**src/rtl/event_capture_pkg.sv**
```systemverilog
// Shared types and constants for the event capture front-end.
// Optional feature macro used by the top level: EVENT_TIMESTAMP_EN.
package event_capture_pkg;

    // Interrupt coalescing FSM states.
    typedef enum logic [1:0] {
        IDLE     = 2'd0,
        ACCUM    = 2'd1,
        ASSERTED = 2'd2
    } evt_state_t;

    localparam int EVT_MAX_EVENTS = 32;
    localparam int EVT_COUNT_W    = 32;
    localparam int EVT_TS_W       = 64;

    // Number of set bits in a full-width event vector (0..32).
    function automatic logic [5:0] evt_popcount(input logic [EVT_MAX_EVENTS-1:0] v);
        logic [5:0] n;
        n = '0;
        for (int i = 0; i < EVT_MAX_EVENTS; i++) begin
            n = n + 6'(v[i]);
        end
        return n;
    endfunction

endpackage

```
**src/rtl/event_capture_sync.sv**
```systemverilog
// Per-line synchroniser chain plus edge-history flop; emits a one-cycle
// rising-edge pulse for one asynchronous event line.
module event_sync #(
    parameter int SYNC_STAGES = 2
) (
    input  logic i_clk,
    input  logic i_rst_n,
    input  logic i_async,
    output logic o_edge
);

    logic [SYNC_STAGES-1:0] r_sync;
    logic                   r_prev;

    // Shift the raw line through the synchroniser and remember the last synced level.
    always_ff @(posedge i_clk or negedge i_rst_n) begin
        if (!i_rst_n) begin
            r_sync <= '0;
            r_prev <= 1'b0;
        end else begin
            r_sync <= {r_sync[SYNC_STAGES-2:0], i_async};
            r_prev <= r_sync[SYNC_STAGES-1];
        end
    end

    // The history flop resets to 0, so a line held high across reset yields one edge.
    assign o_edge = r_sync[SYNC_STAGES-1] & ~r_prev;

endmodule

```
**src/rtl/event_capture.sv**
```systemverilog
// Event capture front-end: synchronised edge detection, sticky pending bits,
// coalesced level interrupt, saturating edge counter and 64-bit timestamp.
// Define EVENT_TIMESTAMP_EN to build the TS_CAPTURE register; otherwise
// TS_CAPTURE is tied to 0.
// NUM_EVENTS must be 1..32, SYNC_STAGES at least 2.
module event_capture
    import event_capture_pkg::*;
#(
    parameter int NUM_EVENTS  = 8,
    parameter int SYNC_STAGES = 2,
    parameter int COALESCE_W  = 8
) (
    input  logic                   ACLK,
    input  logic                   ARESETN,
    input  logic [NUM_EVENTS-1:0]  EVENT_IN,
    input  logic [NUM_EVENTS-1:0]  MASK,
    input  logic [NUM_EVENTS-1:0]  CLEAR,
    input  logic [COALESCE_W-1:0]  COALESCE_THR,
    output logic [NUM_EVENTS-1:0]  PENDING,
    output logic                   IRQ,
    output logic [EVT_COUNT_W-1:0] EVENT_COUNT,
    output logic [EVT_TS_W-1:0]    TS_VALUE,
    output logic [EVT_TS_W-1:0]    TS_CAPTURE,
    output logic [1:0]             o_dbg_state
);

    logic [NUM_EVENTS-1:0]  w_edge;
    logic [NUM_EVENTS-1:0]  r_pending;
    logic                   r_irq;
    logic [EVT_COUNT_W-1:0] r_count;
    logic [EVT_TS_W-1:0]    r_ts;
    logic [COALESCE_W-1:0]  r_cnt;
    evt_state_t             r_state;

    logic                   w_new_evt;
    logic                   w_live;
    logic [COALESCE_W-1:0]  w_thr;
    logic [COALESCE_W-1:0]  w_cnt_next;
    logic                   w_enter;
    logic [5:0]             w_pop;
    logic [EVT_COUNT_W:0]   w_count_sum;

    // One synchroniser/edge detector per event line.
    for (genvar g = 0; g < NUM_EVENTS; g++) begin : g_sync
        event_sync #(
            .SYNC_STAGES (SYNC_STAGES)
        ) u_sync (
            .i_clk   (ACLK),
            .i_rst_n (ARESETN),
            .i_async (EVENT_IN[g]),
            .o_edge  (w_edge[g])
        );
    end

    // Any unmasked edge is one event cycle, however many lines fired.
    assign w_new_evt = |(w_edge & ~MASK);
    // Live uses the registered pending bits against the current mask.
    assign w_live    = |(r_pending & ~MASK);
    // A zero threshold behaves like 1.
    assign w_thr     = (COALESCE_THR == '0) ? COALESCE_W'(1) : COALESCE_THR;
    // Count this event would reach: 1 from IDLE, cnt+1 from ACCUM. cnt stays
    // below the largest threshold ever seen, so cnt+1 cannot wrap.
    assign w_cnt_next = (r_state == IDLE) ? COALESCE_W'(1) : r_cnt + COALESCE_W'(1);
    // Decision to enter ASSERTED this cycle; also drives the timestamp capture.
    assign w_enter   = w_new_evt && (r_state != ASSERTED) && (w_cnt_next >= w_thr);

    assign w_pop       = evt_popcount(EVT_MAX_EVENTS'(w_edge));
    assign w_count_sum = {1'b0, r_count} + (EVT_COUNT_W+1)'(w_pop);

    // Sticky pending bits: a new edge wins over a same-cycle clear.
    always_ff @(posedge ACLK or negedge ARESETN) begin
        if (!ARESETN) begin
            r_pending <= '0;
        end else begin
            r_pending <= (r_pending & ~CLEAR) | w_edge;
        end
    end

    // Saturating total of detected edges, masked or not.
    always_ff @(posedge ACLK or negedge ARESETN) begin
        if (!ARESETN) begin
            r_count <= '0;
        end else if (w_count_sum[EVT_COUNT_W]) begin
            r_count <= '1;
        end else begin
            r_count <= w_count_sum[EVT_COUNT_W-1:0];
        end
    end

    // Free-running cycle timestamp, wraps naturally.
    always_ff @(posedge ACLK or negedge ARESETN) begin
        if (!ARESETN) begin
            r_ts <= '0;
        end else begin
            r_ts <= r_ts + EVT_TS_W'(1);
        end
    end

    // Coalescing FSM with registered IRQ that mirrors the ASSERTED state.
    always_ff @(posedge ACLK or negedge ARESETN) begin
        if (!ARESETN) begin
            r_state <= IDLE;
            r_cnt   <= '0;
            r_irq   <= 1'b0;
        end else begin
            case (r_state)
                IDLE, ACCUM: begin
                    if (w_new_evt) begin
                        r_cnt <= w_cnt_next;
                        if (w_enter) begin
                            r_state <= ASSERTED;
                            r_irq   <= 1'b1;
                        end else begin
                            r_state <= ACCUM;
                        end
                    end
                end
                ASSERTED: begin
                    // New events here are ignored; only losing every live bit leaves.
                    if (!w_live) begin
                        r_state <= IDLE;
                        r_cnt   <= '0;
                        r_irq   <= 1'b0;
                    end
                end
                default: begin
                    r_state <= IDLE;
                    r_cnt   <= '0;
                    r_irq   <= 1'b0;
                end
            endcase
        end
    end

`ifdef EVENT_TIMESTAMP_EN
    logic [EVT_TS_W-1:0] r_ts_cap;

    // Latch the timestamp of the deciding cycle; visible when IRQ rises.
    always_ff @(posedge ACLK or negedge ARESETN) begin
        if (!ARESETN) begin
            r_ts_cap <= '0;
        end else if (w_enter) begin
            r_ts_cap <= r_ts;
        end
    end

    assign TS_CAPTURE = r_ts_cap;
`else
    assign TS_CAPTURE = '0;
`endif

    assign PENDING     = r_pending;
    assign IRQ         = r_irq;
    assign EVENT_COUNT = r_count;
    assign TS_VALUE    = r_ts;
    assign o_dbg_state = r_state;

endmodule
```
**config.mk**
```make
export PLATFORM = sky130hd
export DESIGN_NAME = event_capture
export DESIGN_NICKNAME = d
export VERILOG_FILES = /design/src/rtl/event_capture_pkg.sv /design/src/rtl/event_capture_sync.sv /design/src/rtl/event_capture.sv
export SDC_FILE = /design/constraint.sdc
export NUM_CORES = 1
export LEC_CHECK = 0
export ABC_AREA = 1
export BUFFER_PORTS_ARGS = -buffer_cell sky130_fd_sc_hd__buf_2
export CAP_MARGIN = 40
export CELL_PAD_IN_SITES_DETAIL_PLACEMENT = 1
export CELL_PAD_IN_SITES_GLOBAL_PLACEMENT = 1
export CORE_ASPECT_RATIO = 1.5
export CORE_MARGIN = 2
export CORE_UTILIZATION = 25
export CTS_CLUSTER_SIZE = 10
export DETAILED_ROUTE_END_ITERATION = 8
export PLACE_DENSITY_LB_ADDON = 0.2
export REMOVE_ABC_BUFFERS = 1
export SYNTH_ARGS = -nofsm -noshare
export SYNTH_HDL_FRONTEND = slang
export SYNTH_SLANG_ARGS = --single-unit
export TNS_END_PERCENT = 100
```
**constraint.sdc**
```tcl
create_clock -name ACLK -period 4.35 [get_ports ACLK]
set_input_delay 0.435 -clock ACLK [delete_from_list [all_inputs] [get_ports ACLK]]
set_output_delay 0.435 -clock ACLK [all_outputs]
set_load 0.02 [all_outputs]
```
==> flow_summary.yaml, run 1 <==
hold_path:
  hold_path_class: "in -> reg"
  hold_depth: 1
  hold_path.startpoint: "EVENT_IN[2]"
  holdPathEnd: "g_sync[2].u_sync.r_sync[0]"
synth:
  yosysWarnings: 0
  synth_flop_cell: "dfrtp_1"
  seq_area_frac_synth_pct: 43.9
  syn_area_sq_um: 7930
  synth_top_area_share_pct: 43.9
  ys_ff_latch: 139
  syn_area_per_cell_sq_um: 7.99
  ys_types: 38
  synthArstFlopShare_pct: 100
  synth_cells: 992
  synthTopCellsByArea: "dfrtp_1, nand2_1, inv_1, buf_4, nor2_1"
  synth_edf_count: 0
  yosysTopAreaCell: "dfrtp_1"
route:
  drt.antenna.violating_nets: 0
  post_drt_wl_per_cell_um: 17.0
  wirelength_mm: 26.7
  drt_first_pass_iters: 4
  via_per_inst: 4.34
  drc_errors: 0
  dr_total_vias: 6802
  drt_iter0_markers: 204
final_layout:
  final_common_cell: "nand2_1"
  area_delta_synth_final_pct: 20.8
  drive_gt1_share_pct: 17.0
  final_cell_mix: "nand2_1, inv_1, dfrtp_1, buf_2, nor2_1"
  instances_no_fill: 1567
  finalNetCount: 1206
  antennaDiodeCount: 0
placement:
  place.gp.congestion: 0.895
  io_buffer_count: 140
  hpwlAfterDp_mm: 21.9
  dp_slack_ns: 0.455
  place_inst: 1536
timing:
  slew_violations: 0
  skew_ns: 0.0120
  setup_tns_ns: 0
  setup_violations: 0
  tightest_slew_ns: 0.797
  fin_ws_ns: 0.499
  slew_headroom_pct: 46.5
  rsz0062_at_grt: "false"
  finalCriticalPeriod_ns: 3.85
  fmaxAchievable_mhz: 260
  final_hold_viol_count: 0
  fin_crit_sh_pct: 88.5
power_and_ir_drop:
  power_leakage_uw: 0.00496
  ir_drop_uv: 221
  p_per_area_nw_per_um2: 390
grt:
  overflow: 0
  grt_pass1_vias: 7357
  grt_first_pass_wirelength_mm: 41.1
  grt_usage_pct: 16.6
  grt_max_degree: 68
  antenna_found_initial: 0
setup_path:
  end_kind: "flip-flop"
  worst-r2r-cell-count: 17
  rr_endpoint: "EVENT_COUNT[28]"
  crit_arrival_ns: 4.18
  cp_slowest_cell: "fa_1"
  critical_path_class: "reg -> reg"
  critPathMostFrequentCell: "fa_1"
  r2r_setup_slack_ns: 0.50
  reg2reg_from: "g_sync[2].u_sync.r_sync[1]"
  cp.required_ns: 4.68
  slowest_delay_ns: 0.49
  crit_chain: "inv_1 > nor2_1 > fa_1 > inv_1 > fa_1 > fa_1 > fa_1 > inv_1 > fa_1 > nand3_1 > nand3_2 > nand2_2 > nor2_4 > nand3_2 > nor2_4 > nand3_1 > and2_1"
  crit_path_start_kind: "flip-flop"
  cp_max_fo: 6
die:
  ios: 205
  die_h_um: 222
  rows: 79
  start_util_pct: 25.5
  die-width_um: 149
  dieArea_sq_um: 33200
  core_sq_um: 31100
clocking:
  cts-root-buf: "clkbuf_16"
  clk_path_buf_depth: 2
  cts_tree: "done"
  clkTransAtPathRegs_ns: 0.06
  clk_latency_ns: 0.44
  cts_resized: 0
  cts_made_buffers: 17
  clock-sinks: 139
  htreeDepth: 4
run:
  maxCapViolCount: 0
status:
  status: "complete, no violations"
-- state kept, by name (all words and copies together) (netlist names) --
signal                cells
PENDING                   8
g_sync.u_sync.r_prev      8
r_cnt                     8
TS_VALUE                 64
g_sync.u_sync.r_sync     16
EVENT_COUNT              32
IRQ                       1
o_dbg_state               2
-- synthesized netlist by cell type (3+ instances only) --
cell	number
ha_1	16
o21ai_0	25
a21oi_1	6
nand3_1	75
nand2_1	233
dfrtp_1	139
buf_2	3
buf_4	64
o21ai_1	3
or2_2	4
xor2_1	42
and2_1	4
nor2_1	108
nor2_4	4
nand3_2	4
inv_1	141
xnor2_1	24
nor3_1	34
nand2_2	3
nand3b_1	10
nand4_1	19
fa_1	5
o22ai_1	5
nor3_2	4
-- per-layer routing --
metal | wire [um] | track usage, % | vias up
met3 | 1120 | 3.68 | 41
li1 | - | - | 3297
met5 | 0 | 0 | -
met4 | 1270 | 8.51 | 0
met2 | 14500 | 31.1 | 166
met1 | 9810 | 16.7 | 3298
-- stage by stage --
stage | area [sq um] | utilization (%) | power (uW) | hold slack (ns)
CTS | 9570 | 30.7 | 3800 | 0.0823
global route | 9570 | 30.7 | 3940 | 0.0896
floorplan | 7650 | - | 1940 | 0.139
finish | 9570 | 30.7 | 3730 | 0.103
global placement | 8900 | 28.6 | 2150 | 0.333
detailed placement | 8930 | 28.7 | 2170 | 0.300
-- area by class of cell --
class                   instances  area, sq um
fillers                      3876        21600
multi-input cells             704         3630
flip-flops and latches        139         3480
repair buffers                145          779
inverters                     144          542
well taps                     405          507
clock buffers                  20          467
clock inverters                10          164
-- worst max-delay path: cells and delay by family, from the launching register on --
family | cells | cell delay (ns)
adders and majority gates | 5 | 1.98
and+or+nand+nor | 9 | 1.11
DFF | 1 | 0.39
buffers and inverters | 3 | 0.25
-- report_power, final --
group	switching (uW)	internal, uW	total, uW
clock	601	1000	1600
sequential	73.1	1380	1450
combinational	438	240	677
total	1110	2620	3730
-- logic make-up (layout without fill, tap and decap cells) --
kind of cell | after synthesis | after routing | share of synthesized area, %
simple gates | 511 | 511 | 28.9
buf+inv | 212 | 319 | 13.2
flops | 139 | 139 | 43.9
xor+xnor | 66 | 66 | 7.29
compound gates | 42 | 42 | 2.84
fa+ha+maj | 21 | 21 | 3.79
other cells | 1 | 64 | 0.0473
-- worst max-delay path by stage --
stage | from | endpoint | cells after the start
6_report | g_sync[2].u_sync.r_sync[1] | EVENT_COUNT[28] | 17
3_5_place_dp | g_sync[2].u_sync.r_sync[1] | EVENT_COUNT[28] | 17
5_1_grt | g_sync[2].u_sync.r_sync[1] | EVENT_COUNT[28] | 17
2_1_floorplan | EVENT_COUNT[0] | EVENT_COUNT[22] | 13
3_3_place_gp | g_sync[2].u_sync.r_prev | EVENT_COUNT[28] | 16
4_1_cts | g_sync[2].u_sync.r_sync[1] | EVENT_COUNT[28] | 17
-- what timing repair did --
item | in CTS | in global routing
hold buffers | 1 | 0
buffers inserted | 0 | 0
hold endpoints to repair | 19 | 0
Note: power is estimated with default switching activity, not from simulation.
==> run 2, diff against run 1 <==
- GPL_TIMING_DRIVEN: default -> 0
==> flow_summary.yaml, run 2 (same netlist as run 1, synthesis figures left out) <==
final_layout:
  multi_input_area_sq_um: 3630
  largest_reg_flops: 64
  area_delta_synth_final_pct: 20.8
  final_cell_mix: "nand2_1, inv_1, dfrtp_1, buf_2, nor2_1"
  finalNetCount: 1206
  drive_gt1_share_pct: 17.0
  seq_area_sq_um: 3480
  final_common_cell: "nand2_1"
  final_core_util_pct: 30.7
  fillers: 3810
  antennaDiodeCount: 0
route:
  drt_first_pass_iters: 4
  via_per_inst: 4.28
  drc_errors: 0
  drt_iter0_markers: 182
  dr_total_vias: 6711
  post_drt_wl_per_cell_um: 16.6
  drt.antenna.violating_nets: 0
  wirelength_mm: 26.0
timing:
  tightest_slew_ns: 0.746
  setup_violations: 0
  fin_crit_sh_pct: 90.0
  slew_headroom_pct: 49.9
  slew_violations: 0
  finalCriticalPeriod_ns: 3.92
  rsz0062_at_grt: "false"
  fmaxAchievable_mhz: 255
  final_hold_viol_count: 0
  skew_ns: 0.0100
clocking:
  clock-sinks: 139
  htreeDepth: 4
  cts-root-buf: "clkbuf_16"
  clk_latency_ns: 0.44
  cts_made_buffers: 17
  clkTransAtPathRegs_ns: 0.06
  clk_path_buf_depth: 2
  cts_tree: "done"
  cts_resized: 0
setup_path:
  cp.required_ns: 4.68
  end_kind: "flip-flop"
  cp_max_fo: 6
  crit_path_start_kind: "flip-flop"
  crit_arrival_ns: 4.25
  r2r_setup_slack_ns: 0.43
  critical_path_class: "reg -> reg"
die:
  dieArea_sq_um: 33200
  die-width_um: 149
  start_util_pct: 25.5
  die_h_um: 222
  core_sq_um: 31100
  rows: 79
  ios: 205
power_and_ir_drop:
  p_comb_share_pct: 17.8
  p_sw_share_pct: 29.5
  power_switching_uw: 1100
  power_leakage_uw: 0.00494
  total_power_uw: 3710
  p_per_area_nw_per_um2: 388
  p_int_uw: 2620
  pwr-share-clk_pct: 43.2
  sequentialPowerShare_pct: 39.0
  ir_drop_uv: 237
grt:
  grt_first_pass_wirelength_mm: 40.0
  grt_pass1_vias: 7163
  grt_usage_pct: 16.1
  overflow: 0
  grt_max_degree: 81
  antenna_found_initial: 0
placement:
  place.gp.congestion: 0.872
  hpwlAfterDp_mm: 21.2
  io_buffer_count: 140
hold_path:
  hold_path_class: "in -> reg"
status:
  status: "complete, no violations"
run:
  maxCapViolCount: 0
==> run 2: cell types whose count changed in the layout (fill, tap and decap cells not counted), sizes merged <==
| cell | delta |
|---|---|
| clkbuf | +2 |
| clkinv | -1 |
| clkinvlp | +3 |
| inv | -2 |
==> run 2: power groups by stage <==
stage / logic [uW] / clock network, uW / registers [uW]
after floorplan: 417 / 0 / 1520
after global placement: 659 / 0 / 1470
after detailed placement: 671 / 0 / 1480
after CTS: 679 / 1650 / 1450
after global routing: 765 / 1700 / 1460
final: 660 / 1600 / 1450
==> run 2: stage by stage <==
step	hold slack (ns)	setup slack [ns]	std cells	area [sq um]	setup TNS (ns)
floorplan	0.139	0.365	987	7650	0
global placement	0.334	-0.623	1532	8860	-15.35
detailed placement	0.336	-0.0864	1534	8910	-0.922
CTS	0.0711	0.368	1569	9570	0
global route	0.0739	0.202	1569	9570	0
finish	0.103	0.434	1569	9570	0
==> run 2: final cells by class <==
type                    count  area share [%]
multi-input cells         704            38.0
clock buffers              22            4.95
repair buffers            145            8.05
clock inverters            10            1.71
flip-flops and latches    139            36.3
inverters                 144            5.66
well taps                 405            5.29
==> run 2: repair_timing <==
item,4_1_cts,5_1_grt
buffers inserted,2,0
hold buffers,1,0
setup endpoints to repair,16,0
endpoints found under the hold margin,14,0
==> run 2: final timing paths <==
kind,end,depth (start not counted),startpoint
setup / recovery,EVENT_COUNT[28],17,g_sync[0].u_sync.r_sync[1]
hold / removal,g_sync[6].u_sync.r_sync[0],1,EVENT_IN[6]
setup reg to reg,EVENT_COUNT[28],17,g_sync[0].u_sync.r_sync[1]
hold reg to reg,g_sync[1].u_sync.r_sync[1],0,g_sync[1].u_sync.r_sync[0]
max in group asynchronous,TS_VALUE[49],3,ARESETN
min in group asynchronous,EVENT_COUNT[6],2,ARESETN
==> run 2: critical path, cell delays in order, from the launching register on <==
cell	delay [ns]
dfrtp_1	0.40
inv_1	0.08
nor2_1	0.07
fa_1	0.50
inv_1	0.05
fa_1	0.50
fa_1	0.43
fa_1	0.37
inv_1	0.09
fa_1	0.22
nand3_1	0.11
nand3_2	0.09
nand2_2	0.13
nor2_4	0.22
nand3_2	0.14
nor2_4	0.17
nand3_1	0.08
and2_1	0.16
==> run 2: layer usage <==
layer	global-route usage (%)	share of wire [%]	vias up	routed length, um
met4	8.17	4.6	0	1200
li1	-	-	3302	-
met5	0	0	-	0
met2	29.5	53	164	13900
met1	16.8	38	3206	9790
met3	3.93	4.3	39	1130
==> run 3, diff against run 2 <==
- ABC_AREA: 1 -> 0
- CTS_CLUSTER_DIAMETER: default -> 100
==> flow_summary.yaml, run 3 <==
route:
  wirelength_mm: 19.0
  drt.antenna.violating_nets: 0
  drc_errors: 0
  via_per_inst: 4.45
  drt_iter0_markers: 114
  drt_first_pass_iters: 4
  post_drt_wl_per_cell_um: 15.8
  dr_total_vias: 5356
status:
  status: "complete, no violations"
final_layout:
  largest_reg_flops: 64
  finalNetCount: 899
  area_delta_synth_final_pct: 21.7
  instances_no_fill: 1203
  drive_gt1_share_pct: 22.6
  design_area_sq_um: 8660
  antennaDiodeCount: 0
  final_core_util_pct: 31.0
  final_cell_mix: "dfrtp_1, buf_2, conb_1"
clocking:
  cts_made_buffers: 17
  clk_path_buf_depth: 2
  cts-root-buf: "clkbuf_16"
  clock-sinks: 139
  postCtsSetupBuffers: 0
  htreeDepth: 4
  clkTransAtPathRegs_ns: 0.06
  cts_tree: "done"
  clk_latency_ns: 0.44
hold_path:
  hold_path_class: "in -> reg"
  holdPathEnd: "g_sync[6].u_sync.r_sync[0]"
  hold_depth: 1
  hold_path.startpoint: "EVENT_IN[6]"
synth:
  synth_top_area_share_pct: 48.9
  ys_ff_latch: 139
  syn_area_sq_um: 7110
  synth_common_cells: "dfrtp_1, buf_4, nand2_1, xor2_1, nand3_1"
  ys_types: 50
  syn_area_per_cell_sq_um: 10.3
  synth_cells: 694
  synth_edf_count: 0
  yosysWarnings: 0
  synthTopCellsByArea: "dfrtp_1, buf_4, xor2_1, xnor2_1, nand3_1"
  yosysTopAreaCell: "dfrtp_1"
  synth_flop_cell: "dfrtp_1"
  synthArstFlopShare_pct: 100
  seq_area_frac_synth_pct: 48.9
  synth_most_common_cell: "dfrtp_1"
die:
  die-width_um: 142
  ios: 205
  core_sq_um: 28000
  start_util_pct: 25.4
  dieArea_sq_um: 29900
  rows: 75
  die_h_um: 211
grt:
  grt_max_degree: 80
  grt_usage_pct: 13.3
  grt_pass1_vias: 5648
  grt_first_pass_wirelength_mm: 30.8
  antenna_found_initial: 0
  overflow: 0
placement:
  place.gp.congestion: 0.760
  hpwlAfterDp_mm: 14.1
  place_inst: 1170
  io_buffer_count: 140
  place_area_sq_um: 8000
setup_path:
  worst-r2r-cell-count: 14
  slowest_delay_ns: 0.51
  crit_chain: "nand2b_1 > inv_1 > fa_1 > inv_1 > fa_1 > fa_1 > fa_1 > inv_1 > fa_1 > a21o_1 > a21oi_1 > nor2_1 > and3_1 > mux2_2"
  cp_max_fo: 4
  rr_endpoint: "EVENT_COUNT[20]"
  cp.required_ns: 4.68
  cp_slowest_cell: "fa_1"
  r2r_setup_slack_ns: 0.30
  reg2reg_from: "g_sync[0].u_sync.r_sync[1]"
  critPathMostFrequentCell: "fa_1"
  crit_arrival_ns: 4.38
  critical_path_class: "reg -> reg"
  crit_path_start_kind: "flip-flop"
  end_kind: "flip-flop"
power_and_ir_drop:
  p_per_area_nw_per_um2: 440
  power_leakage_uw: 0.00444
  ir_drop_uv: 270
timing:
  rsz0062_at_grt: "false"
  fin_crit_sh_pct: 93.2
  setup_tns_ns: 0
  skew_ns: 0.00888
  tightest_slew_ns: 0.669
  slew_headroom_pct: 55.0
  fmaxAchievable_mhz: 247
  final_hold_viol_count: 0
  slew_violations: 0
  setup_violations: 0
  finalCriticalPeriod_ns: 4.05
run:
  maxCapViolCount: 0
-- run 3: area by class of cell --
cell class / instances / area [sq um]
clock buffer: 19 / 443
clock inverter: 13 / 191
fill: 3277 / 19300
inverter: 42 / 158
multi-input combinational: 501 / 3200
sequential: 139 / 3480
tap: 346 / 433
timing repair buffer: 143 / 752
-- run 3: worst max-delay path by stage --
| stage | startpoint | to | slack, ns |
|---|---|---|---|
| 2_1_floorplan | EVENT_COUNT[0] | EVENT_COUNT[26] | 0.64 |
| 3_3_place_gp | g_sync[0].u_sync.r_sync[1] | EVENT_COUNT[27] | 0.07 |
| 3_5_place_dp | g_sync[0].u_sync.r_sync[1] | EVENT_COUNT[31] | 0.15 |
| 4_1_cts | g_sync[0].u_sync.r_sync[1] | EVENT_COUNT[31] | 0.13 |
| 5_1_grt | g_sync[0].u_sync.r_sync[1] | EVENT_COUNT[20] | 0.02 |
| 6_report | g_sync[0].u_sync.r_sync[1] | EVENT_COUNT[20] | 0.30 |
-- run 3: cells by family (layout without fill, tap and decap cells) --
kind of cell	after synthesis	after routing	share of synthesized area (%)
mux	10	10	1.46
xor+xnor	80	80	9.85
compound gates	78	78	6.77
flops	139	139	48.9
fa+ha+maj	21	21	4.22
buf+inv	117	217	9.62
simple gates	248	248	19.1
other cells	1	64	0.0527
-- run 3: power breakdown --
| part | internal [uW] | switching, uW |
|---|---|---|
| Sequential | 1380 | 103 |
| Clock | 979 | 610 |
| Combinational | 276 | 457 |
-- run 3: stage by stage --
stage	power (uW)	hold slack, ns	setup slack [ns]
2_1_floorplan	2000	0.139	0.640
3_3_place_gp	2220	0.335	0.0701
3_5_place_dp	2260	0.337	0.149
4_1_cts	3880	0.0678	0.133
5_1_grt	4040	0.0716	0.0165
6_report	3810	0.102	0.297
-- run 3: critical path, delay by kind of cell (launching register included) --
| kind | cells | cell delay, ns |
|---|---|---|
| adders and majority gates | 5 | 2.05 |
| DFF | 1 | 0.38 |
| muxes | 1 | 0.26 |
| buffers and inverters | 3 | 0.19 |
| and+or+nand+nor | 3 | 0.53 |
| AOI/OAI and AO/OA | 2 | 0.55 |
-- run 3: timing repair --
| item | 4_1_cts | 5_1_grt |
|---|---|---|
| gates resized for setup | 0 | 4 |
| endpoints found under the hold margin | 7 | 0 |
| setup endpoints to repair | 0 | 15 |
| hold buffers | 1 | 0 |
-- run 3: metal layers --
metal	up-vias	global-route usage [%]	part of all wire (%)
li1	2573	-	-
met1	2632	15.0	40
met2	129	23.8	53
met3	22	3.84	5.1
met4	0	4.90	1.7
met5	-	0	0
